--- src/rtl/uart_pkg.sv ---
// Shared UART types and constants used by the receive path and its sub-blocks.
package uart_pkg;

   typedef enum logic [2:0] {
      IDLE,
      START,
      DATA,
      PARITY,
      STOP,
      DONE
   } rx_state_t;

   localparam int DEFAULT_CLKS_PER_BIT = 1250;
   localparam int DATA_BITS            = 8;

endpackage

--- src/rtl/sync2.sv ---
// Two-flop synchroniser for asynchronous inputs that idle high (serial lines, keypad, buttons).
module sync2 (
   input  logic clk,
   input  logic nRst,
   input  logic d,
   output logic q
);

   logic meta;

   always_ff @(posedge clk or negedge nRst) begin
      if (!nRst) begin
         meta <= 1'b1;
         q    <= 1'b1;
      end else begin
         meta <= d;
         q    <= meta;
      end
   end

endmodule

--- src/rtl/uart_rx.sv ---
// 8N1 UART receiver with mid-bit sampling, start-glitch rejection and framing-error pulse.
// Optional even-parity bit and parity_err output when UART_RX_PARITY_EN is defined.
//
// state  | meaning
// IDLE   | line idle, waiting for rx_s low
// START  | timing to mid start bit, rejecting glitches
// DATA   | sampling 8 data bits LSB first at mid-bit
// PARITY | sampling the even-parity bit (UART_RX_PARITY_EN only)
// STOP   | sampling the stop bit
// DONE   | one cycle carrying the rx_ready / error pulse
module uart_rx
   import uart_pkg::*;
#(
   parameter int CLKS_PER_BIT = DEFAULT_CLKS_PER_BIT,
   parameter int CNT_W        = $clog2(CLKS_PER_BIT)
) (
   input  logic       clk,
   input  logic       nRst,
   input  logic       rx_serial,
   output logic [7:0] rx_byte,
   output logic       rx_ready,
   output logic       framing_err,
`ifdef UART_RX_PARITY_EN
   output logic       parity_err,
`endif
   output logic       busy
);

   localparam logic [CNT_W-1:0] HALF_M1  = CNT_W'(CLKS_PER_BIT / 2 - 1);
   localparam logic [CNT_W-1:0] BIT_M1   = CNT_W'(CLKS_PER_BIT - 1);
   localparam logic [2:0]       LAST_BIT = 3'(DATA_BITS - 1);

   rx_state_t              state, state_nxt;
   logic                   rx_s;
   logic [CNT_W-1:0]       clk_cnt;
   logic [2:0]             bit_idx;
   logic [DATA_BITS-1:0]   shift_reg;
   logic                   stop_ok;
   logic                   par_ok;
   logic                   half_tick, bit_tick;

   sync2 u_sync (
      .clk  (clk),
      .nRst (nRst),
      .d    (rx_serial),
      .q    (rx_s)
   );

   assign half_tick = (clk_cnt == HALF_M1);
   assign bit_tick  = (clk_cnt == BIT_M1);

   always_ff @(posedge clk or negedge nRst) begin
      if (!nRst) state <= IDLE;
      else       state <= state_nxt;
   end

   always_comb begin
      state_nxt = state;
      case (state)
         IDLE:  if (!rx_s) state_nxt = START;
         START: if (half_tick) state_nxt = rx_s ? IDLE : DATA;
         DATA: begin
            if (bit_tick && bit_idx == LAST_BIT) begin
`ifdef UART_RX_PARITY_EN
               state_nxt = PARITY;
`else
               state_nxt = STOP;
`endif
            end
         end
`ifdef UART_RX_PARITY_EN
         PARITY: if (bit_tick) state_nxt = STOP;
`endif
         STOP:  if (bit_tick) state_nxt = DONE;
         DONE:  state_nxt = IDLE;
         default: state_nxt = IDLE;
      endcase
   end

   // Bit timing and data capture; clk_cnt restarts at every sample point.
   always_ff @(posedge clk or negedge nRst) begin
      if (!nRst) begin
         clk_cnt   <= '0;
         bit_idx   <= '0;
         shift_reg <= '0;
         rx_byte   <= '0;
         stop_ok   <= 1'b0;
         par_ok    <= 1'b1;
      end else begin
         case (state)
            START: begin
               if (half_tick) begin
                  clk_cnt <= '0;
                  bit_idx <= '0;
                  par_ok  <= 1'b1;
               end else begin
                  clk_cnt <= clk_cnt + CNT_W'(1);
               end
            end
            DATA: begin
               if (bit_tick) begin
                  shift_reg[bit_idx] <= rx_s;
                  clk_cnt            <= '0;
                  bit_idx            <= bit_idx + 3'd1;
               end else begin
                  clk_cnt <= clk_cnt + CNT_W'(1);
               end
            end
`ifdef UART_RX_PARITY_EN
            PARITY: begin
               if (bit_tick) begin
                  par_ok  <= (rx_s == ^shift_reg);
                  clk_cnt <= '0;
               end else begin
                  clk_cnt <= clk_cnt + CNT_W'(1);
               end
            end
`endif
            STOP: begin
               if (bit_tick) begin
                  stop_ok <= rx_s;
                  clk_cnt <= '0;
                  if (rx_s && par_ok) rx_byte <= shift_reg;
               end else begin
                  clk_cnt <= clk_cnt + CNT_W'(1);
               end
            end
            default: clk_cnt <= '0;
         endcase
      end
   end

   always_comb begin
      busy        = (state != IDLE);
      rx_ready    = (state == DONE) && stop_ok && par_ok;
      framing_err = (state == DONE) && !stop_ok;
`ifdef UART_RX_PARITY_EN
      parity_err  = (state == DONE) && stop_ok && !par_ok;
`endif
   end

endmodule

--- config.mk ---
export PLATFORM = sky130hd
export DESIGN_NAME = uart_rx
export DESIGN_NICKNAME = d
export VERILOG_FILES = /design/src/rtl/uart_pkg.sv /design/src/rtl/sync2.sv /design/src/rtl/uart_rx.sv
export SDC_FILE = /design/constraint.sdc
export NUM_CORES = 1
export LEC_CHECK = 0
export ABC_AREA = 1
export CORE_MARGIN = 5
export CORE_UTILIZATION = 58
export DETAILED_ROUTE_END_ITERATION = 7
export PLACE_DENSITY = 0.85
export SLEW_MARGIN = 20
export SYNTH_ARGS = -nofsm -noshare
export SYNTH_HDL_FRONTEND = slang
export SYNTH_SLANG_ARGS = --single-unit
export TNS_END_PERCENT = 50
--- constraint.sdc ---
create_clock -name clk -period 2 [get_ports clk]
set_input_delay 0.3 -clock clk [delete_from_list [all_inputs] [get_ports clk]]
set_output_delay 0.3 -clock clk [all_outputs]
set_load 0.05 [all_outputs]
# After elaboration in Yosys (flattened, before gate mapping)
# Index checks and enable logic that the tools add are counted.
[op_classes]
muxes = 15
magnitude_cmp = 2
n_reduce_logical = 14
eq_ne = 12
add_sub_neg = 2
[ops]
columns = ["op", "n"]
rows = [
  ["11-bit 2-to-1 mux", 2],
  ["11-bit case mux with 2 select lines", 1],
  ["3-bit 2-to-1 mux", 6],
  ["3-bit case mux with 4 select lines", 1],
  ["11-bit by 1-bit adder with 11-bit output (second input constant)", 1],
  ["11-bit by 10-bit == test with 1-bit output (second input constant)", 1],
  ["11-bit == test (second input constant)", 1],
  ["2-bit inequality test (second input constant)", 5],
  ["3-bit == test (second input constant)", 3],
  ["8-bit bitwise mux", 1],
  ["3-bit case mux with 2 select lines", 1],
  ["3-bit AND reduction", 2],
  ["1-bit logical AND", 4],
  ["3-bit by 4-bit less-than comparator with 1-bit output (second input constant)", 1],
  ["2-bit AND reduction", 2],
  ["4-bit AND reduction", 1],
  ["3-bit by 1-bit adder with 3-bit output (second input constant)", 1],
  ["1-bit demux with 3-bit select", 1],
  ["3-bit by 1-bit == test with 1-bit output (second input constant)", 1],
  ["3-bit by 2-bit == test with 1-bit output (second input constant)", 1],
  ["3-bit by 1-bit >= comparator with 1-bit output (second input constant)", 1],
  ["3-bit logical NOT", 1],
  ["3-bit nonzero test", 1],
  ["2-bit 2-to-1 mux", 1],
  ["other kinds (4)", 4],
]
[totals]
wordCells = 53
regBits = 36
out_inout_bits = 11
input_bits = 3

# Longest topological paths before layout
# Gate-level depths: netlist of run 1.
[depth]
word_depth = 5
mapped_depth = 10
depth_no_buf = 9

# By module
# A second synthesis of run 1 with hierarchy kept.
[unflattened]
cells_unflattened = 246
area_unflattened_um2 = 1923.1
[modules_own_cells]
columns = ["module", "area_per_inst_um2", "n_inst", "cells_each", "seq_area_each_um2"]
rows = [
  ["uart_rx", 1870.5, 1, 244, 850.8],
  ["sync2", 52.6, 1, 2, 52.6],
]

# Least setup slack after synthesis of run 1
# No wires, ideal clock.
[synth_timing]
path_kind = "register to output"
startpoint = "register state[1]"
endpoint = "output framing_err"
slack_ps = 510
arrival_ps = 1190
n_path_buf = 0
stages_incl_launch_ff = 4
t_required_ps = 1700
path_cell_list = "dfrtp_1 nor2_1 nand2_1 nor2_1"
[synth_via]
elab_chain_len = 2
[synth_lines]
columns = ["element", "line", "rtl"]
rows = [
  ["from (decl)", "uart_rx.sv:33", "rx_state_t state, state_nxt;"],
  ["from (signal assigned)", "uart_rx.sv:54", "else state <= state_nxt;"],
  ["3-bit == test", "uart_rx.sv:136", "framing_err = (state == DONE) && !stop_ok;"],
  ["1-bit logical AND", "uart_rx.sv:136", ""],
  ["to (decl)", "uart_rx.sv:22", "output logic framing_err,"],
]
# Every way passes these cells.

# Worst setup path after layout of run 1
[layout_timing]
startpoint = "register rx_byte[6]"
endpoint = "output rx_byte[6]"
[layout_rtl]
columns = ["element", "line", "rtl"]
rows = [
  ["from (decl)", "uart_rx.sv:20", "output logic [7:0] rx_byte,"],
  ["from (signal assigned)", "uart_rx.sv:123", "if (rx_s && par_ok) rx_byte <= shift_reg;"],
]
# No word-level cell between the ends.

==> results of run 1 <==
==> through the flow <==
step	area [um^2]	cells	hold slack, ns	util (%)	power (mW)
4_1_cts	2180	311	0.0474	66.0	1.26
2_1_floorplan	1970	248	0.00441	-	0.750
3_5_place_dp	2110	303	0.347	63.7	0.767
6_report	2180	311	0.0125	66.0	1.26
5_1_grt	2180	311	0.0833	66.0	1.30
3_3_place_gp	2110	303	0.347	63.7	0.767
==> worst max-delay path by stage <==
| stage | startpoint | endpoint | slack, ns |
|---|---|---|---|
| 2_1_floorplan | state[1] | framing_err | 0.51 |
| 3_3_place_gp | state[1] | busy | 0.33 |
| 3_5_place_dp | clk_cnt[0] | bit_idx[2] | 0.28 |
| 4_1_cts | rx_byte[6] | rx_byte[6] | 0.14 |
| 5_1_grt | clk_cnt[0] | bit_idx[1] | 0.08 |
| 6_report | rx_byte[6] | rx_byte[6] | 0.16 |
==> cell usage in the layout, fill, tap and decap left out, drive strengths merged, types with 6 or more instances in the layout <==
| cell type | count |
|---|---|
| a21oi | 8 |
| nand2 | 92 |
| nor2 | 29 |
| dfrtp | 34 |
| inv | 28 |
| o21ai | 7 |
| nand4 | 7 |
| clkdlybuf4s50 | 9 |
| clkbuf | 6 |
| nand3 | 21 |
==> worst register-to-register path, cell delays in order, from the launching register on <==
cell and delay (ns):
dfrtp_1 0.43, inv_1 0.13, ha_1 0.16, nand2_1 0.05, nor2_1 0.11, nand3_1 0.09
nand2_1 0.38, nand2_1 0.16, nand2_1 0.09, nand2_1 0.04
==> routing by layer <==
metal  vias to the layer above  global-route usage, %  wire (um)
met5                         -                      0          0
met2                        38                   32.1       1730
met1                       707                   26.1       1730
met3                         5                   4.43        220
li1                        807                      -          -
met4                         0                   9.68         48
==> what timing repair did <==
action	CTS	global route
resized for setup	1	0
endpoints found under the setup margin	1	0
setup buffers	0	0
==> report_power, final <==
part | internal [mW] | switching (mW)
logic | 0.00276 | 0.0134
registers | 0.731 | 0.00411
clock network | 0.262 | 0.242
==> layout make-up <==
class                   instances  share of cell area, %
flip-flops and latches         36                   41.4
clock inverters                 2                   1.60
inverters                      29                   5.10
multi-input cells             179                   42.0
repair buffers                 13                   5.44
well taps                      46                   2.63
clock buffers                   6                   1.89
==> kinds of logic (layout without fill, tap and decap cells) <==
kind of cell	after synthesis	count (layout)	synth area share [%]
adder cells (fa/ha/maj)	5	5	3.18
buffers and inverters	33	50	7.44
flip-flops	36	36	45.9
AO/OA/AOI/OAI	17	17	4.58
XOR/XNOR	3	3	1.34
AND/OR/NAND/NOR	154	154	37.5
==> flow_summary_export.csv, run 1 <==
group,metric,value,unit
worst_hold_path,hp-class,"input pin to async pin",
global_route,grt_max_degree,37,
critical_path,crit_family,"buffers and inverters",
synth,synth-seq-cells,36,
sta,setup-tns-final,0,ns
cells_and_area,layout.area.seq,903,um^2
critical_path,setup.worst_path.class,"flip-flop to output pin",
synth,synth_ff_type,"dfrtp_1",
clock_network,ctsHtreeMaxLevel,2,
clock_network,cts_buffer_depth,2,
synth,syn-cell-area,1970,um^2
global_route,antenna_found_initial,0,
synth,synth.most_common_cell,"nand2_1",
sta,period_minus_slack,1.84,ns
critical_path,required,1.70,ns
synth,ys_types,30,
global_route,grt_remaining_overflow,0,
power_and_ir_drop,power_density,575,nW/um^2
critical_path,crit_path_end_kind,"output pin",
critical_path,crit_cells,1,
cells_and_area,area_delta_synth_final,11.1,%
floorplanning,initial_core_util,59.4,%
synth,yosysSeqAreaShare,45.9,%
clock_network,cts_tree,"yes",
power_and_ir_drop,vdd_drop_max,0.420,mV
sta,grt_setup_unrepaired,"no",
synth,yosys-top-cells-area,"dfrtp_1, nand2_1, nand3_1, nor2_1, inv_1",
drt,vias,1557,
synth,syn_nets,256,
floorplanning,core,3310,um^2
floorplanning,die_y,68.2,um
cells_and_area,antenna_cells,0,
critical_path,cpPeakStageDelay,0.82,ns
place,place_hpwl,2800,um
sta,worst_pin_slew,0.762,ns
critical_path,arrival,1.54,ns
synth,synth_edf_count,0,
drt,drc,0,
cells_and_area,nNetsFinal,272,
sta,fin_ws,0.157,ns
critical_path,r2r_cells,9,
critical_path,cp-start-kind,"flip-flop",
synth,yosysWarnings,0,
global_route,grt_pass1_vias,1544,
drt,drt-total-wl,3740,um
critical_path,timing.rr.start,"clk_cnt[0]",
cells_and_area,largest_reg_flops,11,
sta,relSlewSlack,49.2,%
synth,yosysTopAreaCell,"dfrtp_1",
critical_path,slowest_stage,"clkdlybuf4s50_1",
synth,synth_commonest_cells,"nand2_1, dfrtp_1, nor2_1",
floorplanning,num_rows,21,
synth,synth.avg_cell_area,7.93,um^2
clock_network,cts_made_buffers,5,
critical_path,r2r-end,"bit_idx[2]",
drt,drtIter0Drc,90,
sta,hold_violations,0,
place,gp_congestion,0.886,
clock_network,cts_root_buf,"clkbuf_4",
sta,maxSlewViolCount,0,
sta,finalSetupViolCount,0,
sta,clock_skew,0.00877,ns
power_and_ir_drop,leakagePower,1.13,nW
critical_path,cp_max_fo,2,
floorplanning,die_area,4660,um^2
run_status,status,"finished, final reports clean",
critical_path,crit_path_cell_trace,"clkdlybuf4s50_1",
global_route,grt_pass1_wl,6890,um
place,io_buffers,13,
synth,ys_async_sr_fraction,100,%
critical_path,ff2ff_setup_slack,0.26,ns
critical_path,crit_buf_inv,1,
cells_and_area,multi_input_area,917,um^2
synth,postSynthCellCount,248,
drt,ant_nets,0,
drt,wl_per_cell,12.0,um
flow_run,cap_viol_max_count,0,
clock_network,cts.sinks,36,
clock_network,path_clk_slew,0.11,ns
drt,drt-pass1-iter-count,4,
cells_and_area,drive_gt1_share,10.6,%
sta,fin_crit_sh,92.1,%
place,dp_slack,0.283,ns
floorplanning,fp.dieW,68.2,um
global_route,grt_usage,20.2,%
cells_and_area,fillers,300,
sta,fmax,0.543,GHz
synth,yosys.area.top_type_share,43.3,%
clock_network,holdBufCountCts,0,
floorplanning,boundaryPins,14,
drt,vias_per_cell,5.01,
clock_network,clock_latency,0.34,ns
Note: power is estimated with default switching activity, not from simulation.
==> run 2, diff against run 1 <==
CORE_MARGIN = 2   (was 5)
GPL_ROUTABILITY_DRIVEN = 0   (was not set)
==> flow_summary_export.csv, run 2 (synthesis gave the netlist of run 1 again) <==
group,metric,value,unit
global_route,grt_usage,20.5,%
sta,fin_ws,0.187,ns
worst_hold_path,hp-class,"input pin to async pin",
floorplanning,die_y,62.2,um
clock_network,cts_made_buffers,5,
critical_path,crit_path_cell_trace,"clkdlybuf4s50_1",
critical_path,required,1.70,ns
power_and_ir_drop,power_density,575,nW/um^2
clock_network,cts_buffer_depth,2,
floorplanning,core,3280,um^2
floorplanning,num_rows,21,
sta,hold_violations,0,
cells_and_area,multi_input_area,917,um^2
drt,drc,0,
floorplanning,die_area,3870,um^2
power_and_ir_drop,vdd_drop_max,0.388,mV
critical_path,cp_max_fo,2,
sta,grt_setup_unrepaired,"no",
drt,drt-pass1-iter-count,4,
critical_path,arrival,1.51,ns
clock_network,cts_root_buf,"clkbuf_4",
clock_network,clock_latency,0.34,ns
sta,finalSetupViolCount,0,
floorplanning,boundaryPins,14,
drt,wl_per_cell,11.4,um
global_route,grt_pass1_vias,1492,
sta,fmax,0.551,GHz
global_route,grt_remaining_overflow,0,
place,io_buffers,13,
cells_and_area,antenna_cells,0,
sta,relSlewSlack,66.6,%
clock_network,path_clk_slew,0.11,ns
critical_path,slowest_stage,"clkdlybuf4s50_1",
cells_and_area,area_delta_synth_final,11.9,%
floorplanning,fp.dieW,62.2,um
cells_and_area,layout_commonest_cell,"nand2_1",
power_and_ir_drop,leakagePower,1.14,nW
place,dp_slack,0.304,ns
sta,worst_pin_slew,0.499,ns
sta,setup-tns-final,0,ns
floorplanning,initial_core_util,59.9,%
clock_network,cts_setup_buffers,0,
cells_and_area,nNetsFinal,273,
critical_path,timing.rr.start,"clk_cnt[1]",
critical_path,crit_family,"buffers and inverters",
sta,clock_skew,0.00857,ns
cells_and_area,fillers,278,
cells_and_area,drive_gt1_share,10.9,%
cells_and_area,layout.area.seq,903,um^2
critical_path,crit_buf_inv,1,
clock_network,cts_tree,"yes",
run_status,status,"finished, final reports clean",
sta,maxSlewViolCount,0,
critical_path,cp-start-kind,"flip-flop",
global_route,grt_max_degree,37,
clock_network,cts.sinks,36,
drt,drt-total-wl,3560,um
flow_run,cap_viol_max_count,0,
critical_path,crit_path_end_kind,"output pin",
drt,vias,1599,
global_route,antenna_found_initial,0,
sta,fin_crit_sh,90.7,%
critical_path,cpPeakStageDelay,0.80,ns
clock_network,ctsHtreeMaxLevel,2,
drt,vias_per_cell,5.13,
clock_network,holdBufCountCts,0,
critical_path,setup.worst_path.class,"flip-flop to output pin",
place,place_hpwl,2690,um
drt,drtIter0Drc,87,
cells_and_area,layout_common_cells,"nand2_1, dfrtp_1, nor2_1",
drt,ant_nets,0,
sta,period_minus_slack,1.81,ns
cells_and_area,largest_reg_flops,11,
critical_path,startpoint,"rx_byte[2]",
global_route,grt_pass1_wl,6350,um
==> run 2: power breakdown <==
group	total (mW)	switching (mW)	internal (mW)
logic	0.0188	0.0137	0.00504
registers	0.735	0.00407	0.731
clock network	0.512	0.251	0.261
total	1.27	0.269	0.997
==> run 2: repair_timing <==
action	CTS	global route
endpoints found under the setup margin	1	0
resized for setup	1	0
endpoints found under the hold margin	0	0
==> run 2: path summary, 6_finish.rpt <==
kind | endpoint | slack, ns | depth (start not counted)
setup / recovery | rx_byte[2] | 0.19 | 1
hold / removal | clk_cnt[9] | 0.35 | 2
setup reg to reg | bit_idx[0] | 0.27 | 9
hold reg to reg | u_sync.q | 0.36 | 0
max in group asynchronous | u_sync.q | 1.30 | 2
min in group clk | u_sync.meta | 0.35 | 1
==> run 2: final cells by class <==
| class | instances | share of cell area (%) |
|---|---|---|
| Multi-Input combinational cell | 179 | 41.7 |
| Sequential cell | 36 | 41.0 |
| Timing Repair Buffer | 14 | 5.97 |
| Inverter | 29 | 5.06 |
| Tap cell | 46 | 2.62 |
| Clock inverter | 3 | 1.93 |
| Clock buffer | 5 | 1.71 |
==> run 2: per-stage QoR <==
stage | std cells | total power [mW] | hold WS, ns | util [%] | instance area (um^2)
global placement | 304 | 0.769 | 0.346 | 64.6 | 2120
global route | 312 | 1.31 | 0.364 | 67.0 | 2200
floorplan | 248 | 0.750 | 0.00441 | - | 1970
detailed placement | 304 | 0.769 | 0.348 | 64.6 | 2120
finish | 312 | 1.27 | 0.355 | 67.0 | 2200
CTS | 312 | 1.28 | 0.346 | 67.0 | 2200
==> run 2: routing by layer <==
| metal | GRT usage, % | share of wire, % |
|---|---|---|
| met1 | 26.3 | 46 |
| met2 | 34.2 | 49 |
| met3 | 4.35 | 4.1 |
| met4 | 7.78 | 0.76 |
| met5 | 0 | 0 |
